<file path="src/rtl/dafx_adc_frame_router_if.sv">
// ADC sample stream between the CS5343 interface and the frame router.
// The source drives data/valid/last; the router answers with ready.
interface dafx_adc_frame_router_if #(
  parameter int AUDIO_WIDTH_P = 24
);
  logic [AUDIO_WIDTH_P-1:0] adc_data;
  logic                     adc_valid;
  logic                     adc_ready;
  logic                     adc_last;

  modport master (output adc_data, output adc_valid, output adc_last, input adc_ready);
  modport slave  (input adc_data, input adc_valid, input adc_last, output adc_ready);
endinterface

</file>
<file path="src/rtl/dafx_adc_frame_router.sv">
// Realigns an N-slot interleaved ADC stream on the frame boundary, publishes
// every channel at once with fs_strobe, tracks signed per-channel peaks and
// runs NR_OF_IRQ_P periodic interrupt timers.
//
// state     | meaning
// ----------+------------------------------------------------------------
// SLOT_FILL | collecting beats into shadow[slot], commit on a proper last
// RESYNC    | frame was too long; drop beats until the next adc_last
module dafx_adc_frame_router #(
  parameter int AUDIO_WIDTH_P     = 24,
  parameter int NR_OF_SLOTS_P     = 2,
  parameter int SLOT_CNT_WIDTH_P  = $clog2(NR_OF_SLOTS_P + 1),
  parameter int NR_OF_IRQ_P       = 2,
  parameter int IRQ_CNT_WIDTH_P   = 32,
  parameter int FRAME_CNT_WIDTH_P = 32
) (
  input  logic                                     clk,
  input  logic                                     rst,
  dafx_adc_frame_router_if.slave                   adc,
  input  logic                                     cr_enable,
  input  logic [NR_OF_IRQ_P*IRQ_CNT_WIDTH_P-1:0]   cr_irq_period,
  input  logic                                     cmd_clear_peak,
  input  logic                                     cmd_clear_err,
  output logic [NR_OF_SLOTS_P*AUDIO_WIDTH_P-1:0]   ch_data,
  output logic                                     fs_strobe,
  output logic [NR_OF_IRQ_P-1:0]                   irq,
  output logic [NR_OF_SLOTS_P*AUDIO_WIDTH_P-1:0]   sr_peak_max,
  output logic [NR_OF_SLOTS_P*AUDIO_WIDTH_P-1:0]   sr_peak_min,
  output logic                                     sr_frame_err,
  output logic [FRAME_CNT_WIDTH_P-1:0]             sr_frame_count
);

  localparam int AW = AUDIO_WIDTH_P;
  localparam int N  = NR_OF_SLOTS_P;
  localparam int IW = IRQ_CNT_WIDTH_P;
  localparam logic [SLOT_CNT_WIDTH_P-1:0] LAST_SLOT = SLOT_CNT_WIDTH_P'(N - 1);
  localparam logic [AW-1:0] MOST_NEG = {1'b1, {(AW-1){1'b0}}};
  localparam logic [AW-1:0] MOST_POS = {1'b0, {(AW-1){1'b1}}};

  typedef enum logic {SLOT_FILL, RESYNC} state_t;

  state_t                      state_q, state_d;
  logic [SLOT_CNT_WIDTH_P-1:0] slot_q, slot_d;
  logic                        ready_q;
  logic                        accept;
  logic                        at_last_slot;
  logic                        shadow_we;
  logic                        commit;
  logic                        frame_err_set;
  logic [AW-1:0]               shadow [N];
  logic [N*AW-1:0]             commit_frame;
  logic [IW-1:0]               period_q  [NR_OF_IRQ_P];
  logic [IW-1:0]               irq_cnt_q [NR_OF_IRQ_P];

  assign adc.adc_ready = ready_q;
  assign accept        = adc.adc_valid && ready_q;
  assign at_last_slot  = (slot_q == LAST_SLOT);

  // ready follows cr_enable one cycle late so the source sees a clean register
  always_ff @(posedge clk) begin
    if (rst) ready_q <= 1'b0;
    else     ready_q <= cr_enable;
  end

  // framing state and slot pointer
  always_ff @(posedge clk) begin
    if (rst) begin
      state_q <= SLOT_FILL;
      slot_q  <= '0;
    end else begin
      state_q <= state_d;
      slot_q  <= slot_d;
    end
  end

  // frame alignment decisions for the current beat
  always_comb begin
    state_d       = state_q;
    slot_d        = slot_q;
    shadow_we     = 1'b0;
    commit        = 1'b0;
    frame_err_set = 1'b0;
    case (state_q)
      SLOT_FILL: begin
        if (accept) begin
          shadow_we = 1'b1;
          if (adc.adc_last) begin
            slot_d = '0;
            if (at_last_slot) commit = 1'b1;
            else              frame_err_set = 1'b1;
          end else if (at_last_slot) begin
            // more beats than slots: discard and wait for the frame end
            frame_err_set = 1'b1;
            slot_d        = '0;
            state_d       = RESYNC;
          end else begin
            slot_d = slot_q + SLOT_CNT_WIDTH_P'(1);
          end
        end
      end
      RESYNC: begin
        if (accept && adc.adc_last) state_d = SLOT_FILL;
      end
      default: state_d = SLOT_FILL;
    endcase
  end

  // shadow buffer collects the frame being assembled
  always_ff @(posedge clk) begin
    if (rst) begin
      for (int s = 0; s < N; s++) shadow[s] <= '0;
    end else begin
      for (int s = 0; s < N; s++)
        if (shadow_we && slot_q == SLOT_CNT_WIDTH_P'(s)) shadow[s] <= adc.adc_data;
    end
  end

  // the last slot arrives on the commit beat itself, so take it from the bus
  always_comb begin
    commit_frame = '0;
    for (int s = 0; s < N; s++)
      commit_frame[s*AW +: AW] = (s == N - 1) ? adc.adc_data : shadow[s];
  end

  // publish the whole frame atomically and count it
  always_ff @(posedge clk) begin
    if (rst) begin
      ch_data        <= '0;
      fs_strobe      <= 1'b0;
      sr_frame_count <= '0;
    end else begin
      fs_strobe <= commit;
      if (commit) begin
        ch_data        <= commit_frame;
        sr_frame_count <= sr_frame_count + FRAME_CNT_WIDTH_P'(1);
      end
    end
  end

  // sticky framing error; a new error beats a clear in the same cycle
  always_ff @(posedge clk) begin
    if (rst)                sr_frame_err <= 1'b0;
    else if (frame_err_set) sr_frame_err <= 1'b1;
    else if (cmd_clear_err) sr_frame_err <= 1'b0;
  end

  // signed peak tracking on the published frame; clear then apply the sample
  always_ff @(posedge clk) begin
    if (rst) begin
      sr_peak_max <= {N{MOST_NEG}};
      sr_peak_min <= {N{MOST_POS}};
    end else begin
      for (int c = 0; c < N; c++) begin
        if (fs_strobe && cmd_clear_peak) begin
          sr_peak_max[c*AW +: AW] <= ch_data[c*AW +: AW];
          sr_peak_min[c*AW +: AW] <= ch_data[c*AW +: AW];
        end else if (fs_strobe) begin
          if ($signed(ch_data[c*AW +: AW]) > $signed(sr_peak_max[c*AW +: AW]))
            sr_peak_max[c*AW +: AW] <= ch_data[c*AW +: AW];
          if ($signed(ch_data[c*AW +: AW]) < $signed(sr_peak_min[c*AW +: AW]))
            sr_peak_min[c*AW +: AW] <= ch_data[c*AW +: AW];
        end else if (cmd_clear_peak) begin
          sr_peak_max[c*AW +: AW] <= MOST_NEG;
          sr_peak_min[c*AW +: AW] <= MOST_POS;
        end
      end
    end
  end

  // periodic IRQ timers; a period change restarts the count silently
  always_ff @(posedge clk) begin
    if (rst) begin
      for (int i = 0; i < NR_OF_IRQ_P; i++) begin
        period_q[i]  <= '0;
        irq_cnt_q[i] <= '0;
        irq[i]       <= 1'b0;
      end
    end else begin
      for (int i = 0; i < NR_OF_IRQ_P; i++) begin
        if (cr_irq_period[i*IW +: IW] != period_q[i]) begin
          period_q[i]  <= cr_irq_period[i*IW +: IW];
          irq_cnt_q[i] <= '0;
          irq[i]       <= 1'b0;
        end else if (period_q[i] == '0) begin
          irq_cnt_q[i] <= '0;
          irq[i]       <= 1'b0;
        end else if (irq_cnt_q[i] == period_q[i] - IW'(1)) begin
          irq_cnt_q[i] <= '0;
          irq[i]       <= 1'b1;
        end else begin
          irq_cnt_q[i] <= irq_cnt_q[i] + IW'(1);
          irq[i]       <= 1'b0;
        end
      end
    end
  end

endmodule

</file>
<file path="src/flat_wrapper.sv">
// flat-port wrapper written by rule: the top's interface ports become plain ports
module dafx_adc_frame_router_flat 
#(
  parameter int AUDIO_WIDTH_P     = 24,
  parameter int NR_OF_SLOTS_P     = 2,
  parameter int SLOT_CNT_WIDTH_P  = $clog2(NR_OF_SLOTS_P + 1),
  parameter int NR_OF_IRQ_P       = 2,
  parameter int IRQ_CNT_WIDTH_P   = 32,
  parameter int FRAME_CNT_WIDTH_P = 32
)
  (clk, rst, cr_enable, cr_irq_period, cmd_clear_peak, cmd_clear_err, ch_data, fs_strobe, irq, sr_peak_max, sr_peak_min, sr_frame_err, sr_frame_count, adc_adc_data, adc_adc_valid, adc_adc_last, adc_adc_ready);
  dafx_adc_frame_router_if #(.AUDIO_WIDTH_P(AUDIO_WIDTH_P)) adc_i ();
  input  logic clk;
  input  logic rst;
  input  logic cr_enable;
  input  logic [NR_OF_IRQ_P*IRQ_CNT_WIDTH_P-1:0] cr_irq_period;
  input  logic cmd_clear_peak;
  input  logic cmd_clear_err;
  output logic [NR_OF_SLOTS_P*AUDIO_WIDTH_P-1:0] ch_data;
  output logic fs_strobe;
  output logic [NR_OF_IRQ_P-1:0] irq;
  output logic [NR_OF_SLOTS_P*AUDIO_WIDTH_P-1:0] sr_peak_max;
  output logic [NR_OF_SLOTS_P*AUDIO_WIDTH_P-1:0] sr_peak_min;
  output logic sr_frame_err;
  output logic [FRAME_CNT_WIDTH_P-1:0] sr_frame_count;
  input wire logic [$bits(adc_i.adc_data)-1:0] adc_adc_data;
  input wire logic [$bits(adc_i.adc_valid)-1:0] adc_adc_valid;
  input wire logic [$bits(adc_i.adc_last)-1:0] adc_adc_last;
  output wire logic [$bits(adc_i.adc_ready)-1:0] adc_adc_ready;
  assign adc_i.adc_data = adc_adc_data;
  assign adc_i.adc_valid = adc_adc_valid;
  assign adc_i.adc_last = adc_adc_last;
  assign adc_adc_ready = adc_i.adc_ready;
  dafx_adc_frame_router #(.AUDIO_WIDTH_P(AUDIO_WIDTH_P), .NR_OF_SLOTS_P(NR_OF_SLOTS_P), .SLOT_CNT_WIDTH_P(SLOT_CNT_WIDTH_P), .NR_OF_IRQ_P(NR_OF_IRQ_P), .IRQ_CNT_WIDTH_P(IRQ_CNT_WIDTH_P), .FRAME_CNT_WIDTH_P(FRAME_CNT_WIDTH_P)) u_core (.clk(clk), .rst(rst), .adc(adc_i), .cr_enable(cr_enable), .cr_irq_period(cr_irq_period), .cmd_clear_peak(cmd_clear_peak), .cmd_clear_err(cmd_clear_err), .ch_data(ch_data), .fs_strobe(fs_strobe), .irq(irq), .sr_peak_max(sr_peak_max), .sr_peak_min(sr_peak_min), .sr_frame_err(sr_frame_err), .sr_frame_count(sr_frame_count));
endmodule
</file>
<file path="config.mk">
export PLATFORM = sky130hd
export DESIGN_NAME = dafx_adc_frame_router_flat
export DESIGN_NICKNAME = d
export VERILOG_FILES = /design/src/rtl/dafx_adc_frame_router_if.sv /design/src/rtl/dafx_adc_frame_router.sv /design/src/flat_wrapper.sv
export SDC_FILE = /design/constraint.sdc
export NUM_CORES = 1
export LEC_CHECK = 0
export CAP_MARGIN = 0
export CORE_AREA = 5 5 240 242
export CTS_CLUSTER_DIAMETER = 50
export DETAILED_ROUTE_END_ITERATION = 12
export DIE_AREA = 0 0 245 247
export GPL_TIMING_DRIVEN = 0
export PLACE_DENSITY_LB_ADDON = 0.05
export SETUP_SLACK_MARGIN = 0.4
export SYNTH_ARGS = -nofsm -noshare
export SYNTH_HDL_FRONTEND = slang
export SYNTH_SLANG_ARGS = --single-unit
</file>
<file path="constraint.sdc">
create_clock -name clk -period 5.8 [get_ports clk]
set_input_delay 1.16 -clock clk [delete_from_list [all_inputs] [get_ports clk]]
set_output_delay 1.16 -clock clk [all_outputs]
set_load 0.02 [all_outputs]
</file>
==> flow_summary.toml <==
[sta]
fmax_mhz = 245
min_period_ns = 4.09
rsz0062_at_grt = "false"
fin_setup_tns_ns = 0
timing.final.setup_violations = 0
clock_skew_ns = 0.0259
fin_hold_ws_ns = 0.480
max_slew_violation_total_from_the_final_report = 0
hold_violations = 0
setup_slack_ns = 1.71
worstMarginPinSlew_ns = 1.02
tcrit_tclk_final = 0.705
slew-limit-headroom = 0.319

[synthesis]
synthesis.area_per_instance_um2 = 9.41
synth.most_common_cell = "sky130_fd_sc_hd__nand2_1"
ys_dominant_reg_cell = "sky130_fd_sc_hd__dfxtp_1"
yosysTopAreaCellShare = 0.238
async_set_reset_flop_share_out_of_synthesis = 0
synth.largest_area_cell = "sky130_fd_sc_hd__edfxtp_1"
synth-edff-count = 152
synthesis.area_um2 = 19100
synth_seq_cells = 336
ys_top_cells_by_area = "sky130_fd_sc_hd__edfxtp_1, sky130_fd_sc_hd__dfxtp_1, sky130_fd_sc_hd__xor2_1"
yosys_warnings = 0
ranking_of_synthesized_cells_by_instance_count = "sky130_fd_sc_hd__nand2_1, sky130_fd_sc_hd__dfxtp_1, sky130_fd_sc_hd__edfxtp_1"
synthesis.instances = 2034
synth_sequential_area_ratio = 0.431
synth.distinct_cells = 78

[worst_setup_path]
path_cells = "clkdlybuf4s50_1 -> xor2_1 -> nor4_1 -> nand4_1 -> nor2_1 -> nand2_2 -> a21o_2 -> dlygate4sd1_1 -> nor3_2"
max_stage_delay_ns = 0.54
rr_startpoint = "u_core.ch_data[23]"
worst_path_dominant_cell_family = "simple AND/OR/NAND/NOR gates"
worst-r2r-setup-slack_ns = 1.98
cp_num_buf_inv = 2
worstPathMaxFanout = 33
critical_path.slowest_cell = "sky130_fd_sc_hd__nand2_2"
crit_type = "in2reg"
cp.arrival_ns = 4.51
crit_start = "cr_irq_period[3]"
kind_of_start_point_of_the_critical_path = "input port"
endpoint_kind = "flop"
r2r_cells = 9
regToRegEndpoint = "u_core.sr_peak_min[17]"
crit_required_ns = 6.22

[detailed_routing]
ant_nets = 0
wirelength_mm = 62.7
post-route-drc-count = 0
detail_route.vias_per_cell = 5.10
drt-wirelength-per-cell_um = 19.8
drt_iter0_drc = 835
detailedRoute.firstPassIterationCount = 5
routed-via-count = 16200

[placed_design]
placement.setup.worst_slack_ns = 0.519
place_congestion = 0.853
dp_hpwl_mm = 48.5
numPortBuffers = 274

[clock_tree]
post_cts_hold_buffer_count = 0
htree_num_levels = 2
clock_path_buffers = 3
number_of_buffers_added_for_setup_after_cts = 0
clkSinkCount = 336
clkLatencyLatePin_ns = 0.60
cts_root_buffer_type = "sky130_fd_sc_hd__clkbuf_16"
cts_buffers = 52
cts_resizes = 0
clk_transition_reported_paths_ns = 0.06
cts_tree = "yes"

[global_route]
global_route_wire_length_before_repair_mm = 95.4
gr-usage-all-layers = 0.201
first_global_vias = 16200
grt_start_max_net_pins = 34
antenna_found_initial = 5
grt_overflow = 0

[floorplanning]
design.die.area_um2 = 60500
fp-row-count = 86
die_x_um = 245
core_region_area_um2 = 54900
start_util = 0.349
die_height_um = 247
top_level_pins = 276

[layout]
areaGrowthSynthToFinish_pct = 29.6
sequential_cell_area_in_the_final_layout_um2 = 8250
layout.nets = 2622
multiInputGateArea_um2 = 10200
num-fill-cells = 5368
drive_above_1_share = 0.0648

[power_and_ir_drop]
cellInternalPower_mw = 4.69
p_sw_mw = 1.57
power.leakage_nw = 9.57
p_sw_frac = 0.250
p_seq_frac = 0.416
power.ir.vdd_worst_v = 0.000207
cellPowerDensity_nw_per_um2 = 252
p_comb_frac = 0.074
power_frac_clock = 0.510

[run]
timing.max_cap.violations = 0

[hold_path]
hold_depth = 2
hold_path_class = "reg2reg"
worst_hold_path.endpoint = "u_core.sr_peak_min[23]"
min-delay-start = "u_core.sr_peak_min[23]"

[status]
status = "completed"
[final cells by class]
cell class / count / area share
diodes: 1 / 0.000101
plain buffers: 111 / 0.0207
clock buffers: 60 / 0.0561
clock inverters: 37 / 0.0150
inverters: 120 / 0.0181
multi-input cells: 1530 / 0.411
flip-flops and latches: 336 / 0.332
well taps: 704 / 0.0355
repair buffers: 275 / 0.112
[through the flow]
stage	utilization	instances	instance area, um^2	power [mW]
floorplan	-	2097	19400	2.91
CTS	0.452	3173	24800	6.35
finish	0.452	3174	24800	6.26
detailed placement	0.420	3076	23000	3.12
global route	0.452	3173	24800	6.50
global placement	0.419	3075	23000	3.11
[worst reg2reg max path: cells and delay by family (launching register included)]
family | cells | cell delay [ns]
buffers and inverters | 2 | 0.89
adders and majority gates | 1 | 0.41
and+or+nand+nor | 3 | 1.05
AOI/OAI and AO/OA | 3 | 0.95
DFF | 1 | 0.39
[worst max-delay path by stage]
stage                              end  slack [ns]  depth (start not counted)
2_1_floorplan      u_core.shadow[0][0]        2.14                          2
3_3_place_gp       u_core.shadow[0][4]        0.50                          3
3_5_place_dp   u_core.irq_cnt_q[0][21]        0.52                          9
4_1_cts        u_core.irq_cnt_q[0][27]        1.10                          9
5_1_grt        u_core.irq_cnt_q[0][26]        1.44                          9
6_report       u_core.irq_cnt_q[0][27]        1.71                          9
[flip-flops by register name, indices dropped and copies added, names as in the netlist]
name                   cells
u_core.irq_cnt_q          64
u_core.period_q           64
u_core.ch_data            48
u_core.sr_peak_max        48
u_core.sr_peak_min        48
u_core.sr_frame_count     32
u_core.shadow             24
u_core.irq                 2
u_core.slot_q              2
u_core.adc.adc_ready       1
u_core.fs_strobe           1
u_core.sr_frame_err        1
u_core.state_q             1
[power by group through the flow]
stage | Sequential [mW] | Clock [mW] | Combinational (mW)
2_1_floorplan | 2.63 | 0 | 0.286
3_3_place_gp | 2.65 | 0 | 0.457
3_5_place_dp | 2.65 | 0 | 0.464
4_1_cts | 2.60 | 3.28 | 0.467
5_1_grt | 2.61 | 3.38 | 0.513
6_report | 2.60 | 3.19 | 0.465
[logic make-up (layout without fill, tap and decap cells)]
| logic type | Yosys count | in the layout | synth area share |
|---|---|---|---|
| XOR/XNOR | 232 | 232 | 0.106 |
| other | 1 | 65 | 0.000196 |
| adder cells (fa/ha/maj) | 101 | 101 | 0.0660 |
| AO/OA/AOI/OAI | 332 | 332 | 0.112 |
| multiplexers | 10 | 10 | 0.00529 |
| flip-flops | 336 | 336 | 0.431 |
| AND/OR/NAND/NOR | 791 | 791 | 0.229 |
| buffers and inverters | 231 | 603 | 0.0503 |
[routing by layer]
| layer | vias to the layer above | GRT usage | share of wire |
|---|---|---|---|
| met4 | 4 | 0.0639 | 0.028 |
| met1 | 7726 | 0.246 | 0.42 |
| met5 | - | 0 | 0.00043 |
| li1 | 7987 | - | - |
| met2 | 382 | 0.346 | 0.48 |
| met3 | 102 | 0.0535 | 0.065 |
[placed cells by master (no fill, tap or decap), types with 10 or more instances in the layout]
master / netlist / routed
sky130_fd_sc_hd__a21o_1: 19 / 19
sky130_fd_sc_hd__a21oi_1: 132 / 132
sky130_fd_sc_hd__a22o_1: 23 / 23
sky130_fd_sc_hd__a31oi_1: 26 / 26
sky130_fd_sc_hd__and2_1: 93 / 93
sky130_fd_sc_hd__and3_1: 26 / 26
sky130_fd_sc_hd__and4_1: 10 / 10
sky130_fd_sc_hd__clkbuf_1: 90 / 93
sky130_fd_sc_hd__clkbuf_16: 0 / 53
sky130_fd_sc_hd__clkdlybuf4s50_1: 0 / 274
sky130_fd_sc_hd__conb_1: 1 / 64
sky130_fd_sc_hd__dfxtp_1: 184 / 184
sky130_fd_sc_hd__edfxtp_1: 152 / 152
sky130_fd_sc_hd__ha_1: 101 / 101
sky130_fd_sc_hd__inv_1: 119 / 119
sky130_fd_sc_hd__nand2_1: 188 / 186
sky130_fd_sc_hd__nand3_1: 47 / 47
sky130_fd_sc_hd__nand4_1: 49 / 49
sky130_fd_sc_hd__nor2_1: 134 / 134
sky130_fd_sc_hd__nor3_1: 50 / 50
sky130_fd_sc_hd__nor3_2: 32 / 32
sky130_fd_sc_hd__nor3b_1: 30 / 30
sky130_fd_sc_hd__nor4_1: 41 / 41
sky130_fd_sc_hd__nor4b_1: 24 / 24
sky130_fd_sc_hd__o211ai_1: 11 / 11
sky130_fd_sc_hd__o21ai_0: 26 / 26
sky130_fd_sc_hd__o31ai_1: 50 / 49
sky130_fd_sc_hd__or3_1: 15 / 15
sky130_fd_sc_hd__xnor2_1: 87 / 87
sky130_fd_sc_hd__xor2_1: 145 / 145
Power figures use the tool's default switching activity.
